## src/rtl/delta_pkg.sv

```systemverilog
// Shared definitions for the delta-frame filter: mode bit positions and default sample width.
package delta_pkg;

  localparam int MODE_AVG_BIT        = 0;
  localparam int MODE_HYST_BIT       = 1;
  localparam int DEFAULT_COLOR_WIDTH = 10;

endpackage

```

## src/rtl/delta_avg_window.sv

```systemverilog
// Power-of-two moving-average window: circular buffer of recent differences plus a running sum.
module delta_avg_window #(
  parameter int COLOR_WIDTH         = 10,
  parameter int FILTER_LENGTH       = 16,
  parameter int CLOG2_FILTER_LENGTH = 4
) (
  input  logic                   clk,
  input  logic                   reset,
  input  logic                   clear,
  input  logic                   wr_en,
  input  logic [COLOR_WIDTH-1:0] diff,
  output logic [COLOR_WIDTH-1:0] avg
);

  localparam int SUM_WIDTH = COLOR_WIDTH + CLOG2_FILTER_LENGTH;
  localparam logic [CLOG2_FILTER_LENGTH-1:0] LAST_SLOT = CLOG2_FILTER_LENGTH'(FILTER_LENGTH - 1);

  logic [COLOR_WIDTH-1:0]         window [FILTER_LENGTH];
  logic [CLOG2_FILTER_LENGTH-1:0] wr_ptr;
  logic [SUM_WIDTH-1:0]           sum;

  // The slot being overwritten is subtracted as the new sample is added, so the sum
  // always equals the total of the buffer; empty slots are zero and dilute the average.
  always_ff @(posedge clk) begin
    if (reset || clear) begin
      for (int i = 0; i < FILTER_LENGTH; i++) begin
        window[i] <= '0;
      end
      wr_ptr <= '0;
      sum    <= '0;
    end else if (wr_en) begin
      sum            <= sum + SUM_WIDTH'(diff) - SUM_WIDTH'(window[wr_ptr]);
      window[wr_ptr] <= diff;
      wr_ptr         <= (wr_ptr == LAST_SLOT) ? '0 : wr_ptr + 1'b1;
    end
  end

  assign avg = sum[SUM_WIDTH-1:CLOG2_FILTER_LENGTH];

endmodule

```

## src/rtl/delta_frame_filter.sv

```systemverilog
// Absolute frame difference, optional moving average, then single-threshold or hysteresis
// binarisation; three-stage valid pipeline flushed by blanking or reset.
module delta_frame_filter
  import delta_pkg::*;
#(
  parameter int COLOR_WIDTH         = DEFAULT_COLOR_WIDTH,
  parameter int FILTER_LENGTH       = 16,
  parameter int CLOG2_FILTER_LENGTH = 4
) (
  input  logic                   clk,
  input  logic                   reset,
  input  logic                   in_valid,
  input  logic                   is_not_blank,
  input  logic [1:0]             mode,
  input  logic [COLOR_WIDTH-1:0] threshold_hi,
  input  logic [COLOR_WIDTH-1:0] threshold_lo,
  input  logic [COLOR_WIDTH-1:0] base_frame,
  input  logic [COLOR_WIDTH-1:0] curr_frame,
  output logic                   out_valid,
  output logic [COLOR_WIDTH-1:0] delta_frame,
  output logic [COLOR_WIDTH-1:0] avg_out
);

  logic                   flush;
  logic                   accept;
  logic                   v1;
  logic                   v2;
  logic                   det;
  logic [COLOR_WIDTH-1:0] diff;
  logic [COLOR_WIDTH-1:0] diff_d;
  logic [COLOR_WIDTH-1:0] avg;
  logic [COLOR_WIDTH-1:0] comp;

  assign flush  = reset || !is_not_blank;
  assign accept = in_valid && is_not_blank;

  always_ff @(posedge clk) begin
    if (flush) begin
      v1   <= 1'b0;
      diff <= '0;
    end else begin
      v1 <= accept;
      if (accept) begin
        diff <= (curr_frame >= base_frame) ? curr_frame - base_frame
                                           : base_frame - curr_frame;
      end
    end
  end

  delta_avg_window #(
    .COLOR_WIDTH         (COLOR_WIDTH),
    .FILTER_LENGTH       (FILTER_LENGTH),
    .CLOG2_FILTER_LENGTH (CLOG2_FILTER_LENGTH)
  ) u_window (
    .clk   (clk),
    .reset (reset),
    .clear (!is_not_blank),
    .wr_en (v1),
    .diff  (diff),
    .avg   (avg)
  );

  always_ff @(posedge clk) begin
    if (flush) begin
      v2     <= 1'b0;
      diff_d <= '0;
    end else begin
      v2 <= v1;
      if (v1) begin
        diff_d <= diff;
      end
    end
  end

  assign comp = mode[MODE_AVG_BIT] ? avg : diff_d;

  // In hysteresis mode the set test wins when the thresholds are inverted.
  always_ff @(posedge clk) begin
    if (flush) begin
      out_valid <= 1'b0;
      det       <= 1'b0;
    end else begin
      out_valid <= v2;
      if (v2) begin
        if (!mode[MODE_HYST_BIT]) begin
          det <= (comp > threshold_hi);
        end else if (comp > threshold_hi) begin
          det <= 1'b1;
        end else if (comp < threshold_lo) begin
          det <= 1'b0;
        end
      end
    end
  end

  assign delta_frame = {COLOR_WIDTH{det}};
  assign avg_out     = avg;

endmodule
```

## config.mk

```make
export PLATFORM = sky130hd
export DESIGN_NAME = delta_frame_filter
export DESIGN_NICKNAME = d
export VERILOG_FILES = /design/src/rtl/delta_pkg.sv /design/src/rtl/delta_avg_window.sv /design/src/rtl/delta_frame_filter.sv
export SDC_FILE = /design/constraint.sdc
export NUM_CORES = 1
export LEC_CHECK = 0
export ABC_AREA = 1
export CAP_MARGIN = 20
export CORE_UTILIZATION = 40
export DETAILED_ROUTE_END_ITERATION = 6
export GPL_ROUTABILITY_DRIVEN = 0
export RECOVER_POWER = 50
export SLEW_MARGIN = 5
export SYNTH_ARGS = -nofsm -noshare
export SYNTH_HDL_FRONTEND = slang
export SYNTH_SLANG_ARGS = --single-unit
```

## constraint.sdc

```tcl
create_clock -name clk -period 9.3 [get_ports clk]
set_clock_uncertainty 0.15 [all_clocks]
set_input_delay 1.395 -clock clk [delete_from_list [all_inputs] [get_ports clk]]
set_output_delay 1.395 -clock clk [all_outputs]
set_load 0.02 [all_outputs]
```

# Word-level counts from Yosys, hierarchy flattened

Memory sizes are Yosys's and may differ from the RTL's. A register that Yosys moved wholly into a read port is not among the register bits.
Index checks and enable logic that the tools add are counted.

Register bits after elaboration: 42
Bits in writable memories: 160
Word-level logic and storage cells: 40
Memories: 1

Add/sub/neg operators: 5
$lt $le $gt $ge: 3
Equal/unequal tests: 2
Multiplexer cells: 16
Reduce and logical (&&, ||, !) cells: 5

Memory list:

| memory          | depth | width | rd ports | clocked after memory_dff | write ports | RTL line               | source |
|---|---|---|---|---|---|---|---|
| u_window.window | 16    | 10    | 1        | 1                        | 16          | delta_avg_window.sv:18 | `logic [COLOR_WIDTH-1:0] window [FILTER_LENGTH];` |

Operators with widths:

| kind                                                                     | number |
|---|---|
| 10-bit 2-to-1 mux                                                        | 3 |
| 10-bit subtractor                                                        | 2 |
| 4-bit 2-to-1 mux                                                         | 4 |
| 14-bit by 10-bit adder with 14-bit output                                | 1 |
| 14-bit by 10-bit subtractor with 14-bit output                           | 1 |
| 10-bit greater-or-equal comparator                                       | 1 |
| 10-bit > comparator                                                      | 1 |
| 10-bit less-than comparator                                              | 1 |
| 10-bit OR reduction                                                      | 1 |
| 1-bit 2-to-1 mux                                                         | 9 |
| 4-bit by 1-bit adder with 4-bit output (second input constant)           | 1 |
| 4-bit == test (second input constant)                                    | 1 |
| 3-bit by 1-bit inequality test with 1-bit output (second input constant) | 1 |
| 2-bit AND reduction                                                      | 1 |
| 1-bit logical AND                                                        | 1 |
| 1-bit zero test                                                          | 1 |
| 1-bit logical OR                                                         | 1 |

# Depth between registers and ports, before layout

Word-level depth: 6
Mapped depth: 21
Gate-level depth less buffers: 20

# Cells and area by module

A second synthesis with hierarchy kept.

Cells, all modules: 1,407
Area, all modules: 11,870.1 sq um

By module, submodules not included:

| module             | instances | cells each | area each (sq um) | sequential area each (sq um) |
|---|---|---|---|---|
| delta_avg_window   | 1         | 963        | 9,097.5           | 5,245.0 |
| delta_frame_filter | 1         | 444        | 2,772.7           | 480.5 |

# Least setup slack after synthesis

OpenSTA, ideal clock, no wires.

Path kind: reg2reg
Start: register (tool-made name)
End: register u_window.sum[9]
Arrival: 2,804 ps
Required time: 9,041 ps
Path slack: 6,237 ps
Stages on the path, launching flop included: 20
Path through: dfxtp_1 > clkbuf_1 > clkbuf_1 > a21oi_1 > o21ai_0 > o21ai_0 > o211ai_1 > nand2_1 > fa_1 > inv_1 > ha_1 > a21oi_1 > nand2_1 > nand2_1 > nand2_1 > a21oi_1 > nand2b_1 > nand3_1 > nand2_1 > inv_1

RTL lines:

| element              | RTL line               | source |
|---|---|---|
| to (signal assigned) | delta_avg_window.sv:32 | `sum <= sum + SUM_WIDTH'(diff) - SUM_WIDTH'(window[wr_ptr]);` |
| to (decl)            | delta_avg_window.sv:20 | `logic [SUM_WIDTH-1:0] sum;` |

==> summary.txt <==
Outcome
  – Run status: finished, violations left
  – Violated checks: max-capacitance violations, max-slew violations

Logic synthesis
  – Area of the mapped netlist: 11800 sq um
  – Number of distinct library cell variants in the gate-level netlist after synthesis: 38
  – Yosys top cell area share: 0.407
  – Count of yosys warnings during synthesis: 0
  – #FFs+latches synth: 206
  – Dominant cells by area after synthesis: sky130_fd_sc_hd__edfxtp_1 41%, sky130_fd_sc_hd__dfxtp_1 7.8%, sky130_fd_sc_hd__nand2_1 6.5%
  – Mean Syn Cell Area: 8.76 sq um
  – Largest area contributor in the synthesized netlist: sky130_fd_sc_hd__edfxtp_1
  – Syn nets: 1463
  – Register area share after synthesis: 0.484
  – Synthesized instance count: 1349

Timing
  – Max_slew headroom: -1.03
  – Hold Slack: 0.316 ns
  – Setup slack of the critical path after layout: 2.70 ns
  – Achievable Freq: 152 MHz
  – Setup repair after global routing missed its margin: false
  – Final Max Tran Viols: 37
  – Transition at the pin with the smallest max-transition slack: 3.03 ns
  – Final worst path period share: 0.709
  – Summed negative setup slack over all endpoints: 0 ns
  – Final count of hold timing violations: 0
  – Final period demand of the worst path: 6.60 ns
  – Count of final setup violators: 0

Finish
  – Fraction of layout instances using a drive strength above 1: 0.0530
  – Final Core Density: 0.460
  – Nets@finish: 1475
  – Area grow syn2layout: 12.3%
  – Count of fill cells added during filler insertion: 2842
  – Final antenna diode count: 0

Clock tree
  – TritonCTS clock tree: done
  – Clock transition at the registers of the reported paths: 0.06 ns
  – Count of buffers added by post-CTS timing repair for setup: 0
  – Hold-fix buffers at CTS: 0
  – Post_cts resized: 0
  – Number of buffers between clock root and the deepest sink: 3
  – Clock buffer count from CTS: 23
  – Clock sinks: 206
  – CTS H-tree lvls: 1
  – Clock root buffer master: sky130_fd_sc_hd__clkbuf_16
  – Clk_lat worst skew: 0.51 ns

Floorplanning
  – Area of the die: 30200 sq um
  – Die Wd: 174 um
  – I/O pin total: 67
  – Core Footprint: 28900 sq um
  – Die extent in y: 174 um
  – Initial Utilization: 0.410
  – Total number of placement rows: 62

Power and ir drop
  – Leakage power: 5.45 nW
  – PD cells: 166 nW/um^2
  – Peak VDD IR: 0.000118 V

Placed design
  – Count of input and output buffers: 66
  – Setup Slack @ Placement: 4.68 ns
  – HPWL Detailed: 20.0 mm

Drt
  – Number of nets with antenna violations after detailed routing: 0
  – Total wirelength of the detailed-routed design: 28.6 mm
  – Detail-routed net length per standard cell: 16.2 um
  – Length of the first detailed-routing pass in iterations: 5
  – Routed vias: 8806
  – Detailed-route vias per instance: 5.00
  – Remaining design rule violation count: 0
  – Starting DRT DRC Count: 683

Min path
  – Worst hold path cell count: 2
  – Classification of the worst-slack hold path: register to register

Global route
  – Number of global-route vias before repair: 8160
  – Gr usage total: 0.188
  – Number of antenna violations at the first check in global routing: 0
  – Congestion Overflow GR: 0
  – First-pass GRT wire length: 44.6 mm
  – Pin count of the biggest net entering global routing: 81

Critical path
  – Endpoint arrival time on the critical path: 6.61 ns
  – Critical Path RT: 9.31 ns
  – Crit path kind: input port to register
  – Length in cells of the worst reg-to-reg path: 17
  – Launching element type of the critical path: input port
  – CP Capture Type: register
  – Highest fanout seen on the critical path: 36

Run
  – Count of max-cap constraint violations: 1
-- layout make-up --
class	instances	area (sq um)	area share
Sequential cell	206	5730	0.431
Multi-Input combinational cell	843	4820	0.363
Inverter	214	803	0.0605
Timing Repair Buffer	73	713	0.0537
Clock buffer	32	633	0.0477
Tap cell	384	480	0.0362
Clock inverter	9	103	0.00773
-- report_power, final --
group | internal, mW | switching [mW] | total [mW]
combinational | 0.0994 | 0.183 | 0.282
clock | 0.531 | 0.360 | 0.891
sequential | 1.02 | 0.0129 | 1.04
-- flip-flops by register name (all words and copies together), names as in the netlist, named ones only --
signal	flops
det	1
diff	10
diff_d	10
out_valid	1
u_window.sum	14
u_window.window	160
u_window.wr_ptr	4
v1	1
v2	1
-- cell families after synthesis --
kind of cell,count (synthesis),synth area share
buffers and inverters,300,0.106
AO/OA/AOI/OAI,246,0.115
adder cells (fa/ha/maj),68,0.0796
multiplexers,40,0.0339
AND/OR/NAND/NOR,474,0.170
XOR/XNOR,15,0.0111
flip-flops,206,0.484
-- layout by cell type (no fill, tap or decap), drive strengths merged, types with 22 or more instances in the layout --
| cell | count |
|---|---|
| o211ai | 41 |
| inv | 200 |
| edfxtp | 160 |
| mux2i | 40 |
| clkbuf | 32 |
| a21oi | 105 |
| nor2 | 199 |
| nand2 | 212 |
| clkdlybuf4s50 | 44 |
| ha | 56 |
| dlygate4sd3 | 22 |
| dfxtp | 46 |
| o21ai | 95 |
| nand3 | 51 |
-- worst max-delay path, stage by stage --
cell and delay, ns:
sky130_fd_sc_hd__dlygate4sd3_1 0.57, sky130_fd_sc_hd__clkinv_1 0.07, sky130_fd_sc_hd__nor2_1 2.21, sky130_fd_sc_hd__inv_2 0.81
sky130_fd_sc_hd__nor2_1 0.35, sky130_fd_sc_hd__inv_1 0.20, sky130_fd_sc_hd__nor2_4 0.20, sky130_fd_sc_hd__nand2_1 0.34
sky130_fd_sc_hd__nand2_1 0.45
-- final timing paths --
kind	slack (ns)	endpoint	from
setup / recovery	2.70	u_window.window[10][1]	is_not_blank
hold / removal	0.32	diff[3]	diff[3]
setup reg to reg	4.77	u_window.sum[9]	register
hold reg to reg	0.32	diff[3]	diff[3]
-- metal layers --
layer  GRT usage  part of all wire  vias to the layer above
met4      0.0351             0.013                        0
met3      0.0208             0.049                       25
met5           0                 0                        -
li1            -                 -                     4417
met1       0.274              0.47                     4135
met2       0.305              0.47                      229
-- synth_stat cells, drive strengths merged --
master	instances
and2	1
xnor2	5
clkbuf	30
fa	12
a21oi	105
mux2i	40
nand2b	1
a211oi	1
edfxtp	160
inv	201
nand4	8
nor3	2
o21bai	2
o211ai	41
nor2	199
a31oi	1
ha	56
xor2	10
a21boi	1
dfxtp	46
clkinv	13
nand3	51
o21ai	95
nand2	212
buf	56
-- stage by stage --
stage | instances | total power [mW] | area [sq um]
after global placement | 1720 | 1.33 | 12600
after CTS | 1761 | 2.22 | 13300
final | 1761 | 2.21 | 13300
after detailed placement | 1720 | 1.34 | 12600
after global routing | 1761 | 2.29 | 13300
after floorplan | 1349 | 1.25 | 11800
(Power assumes the default switching activity.)
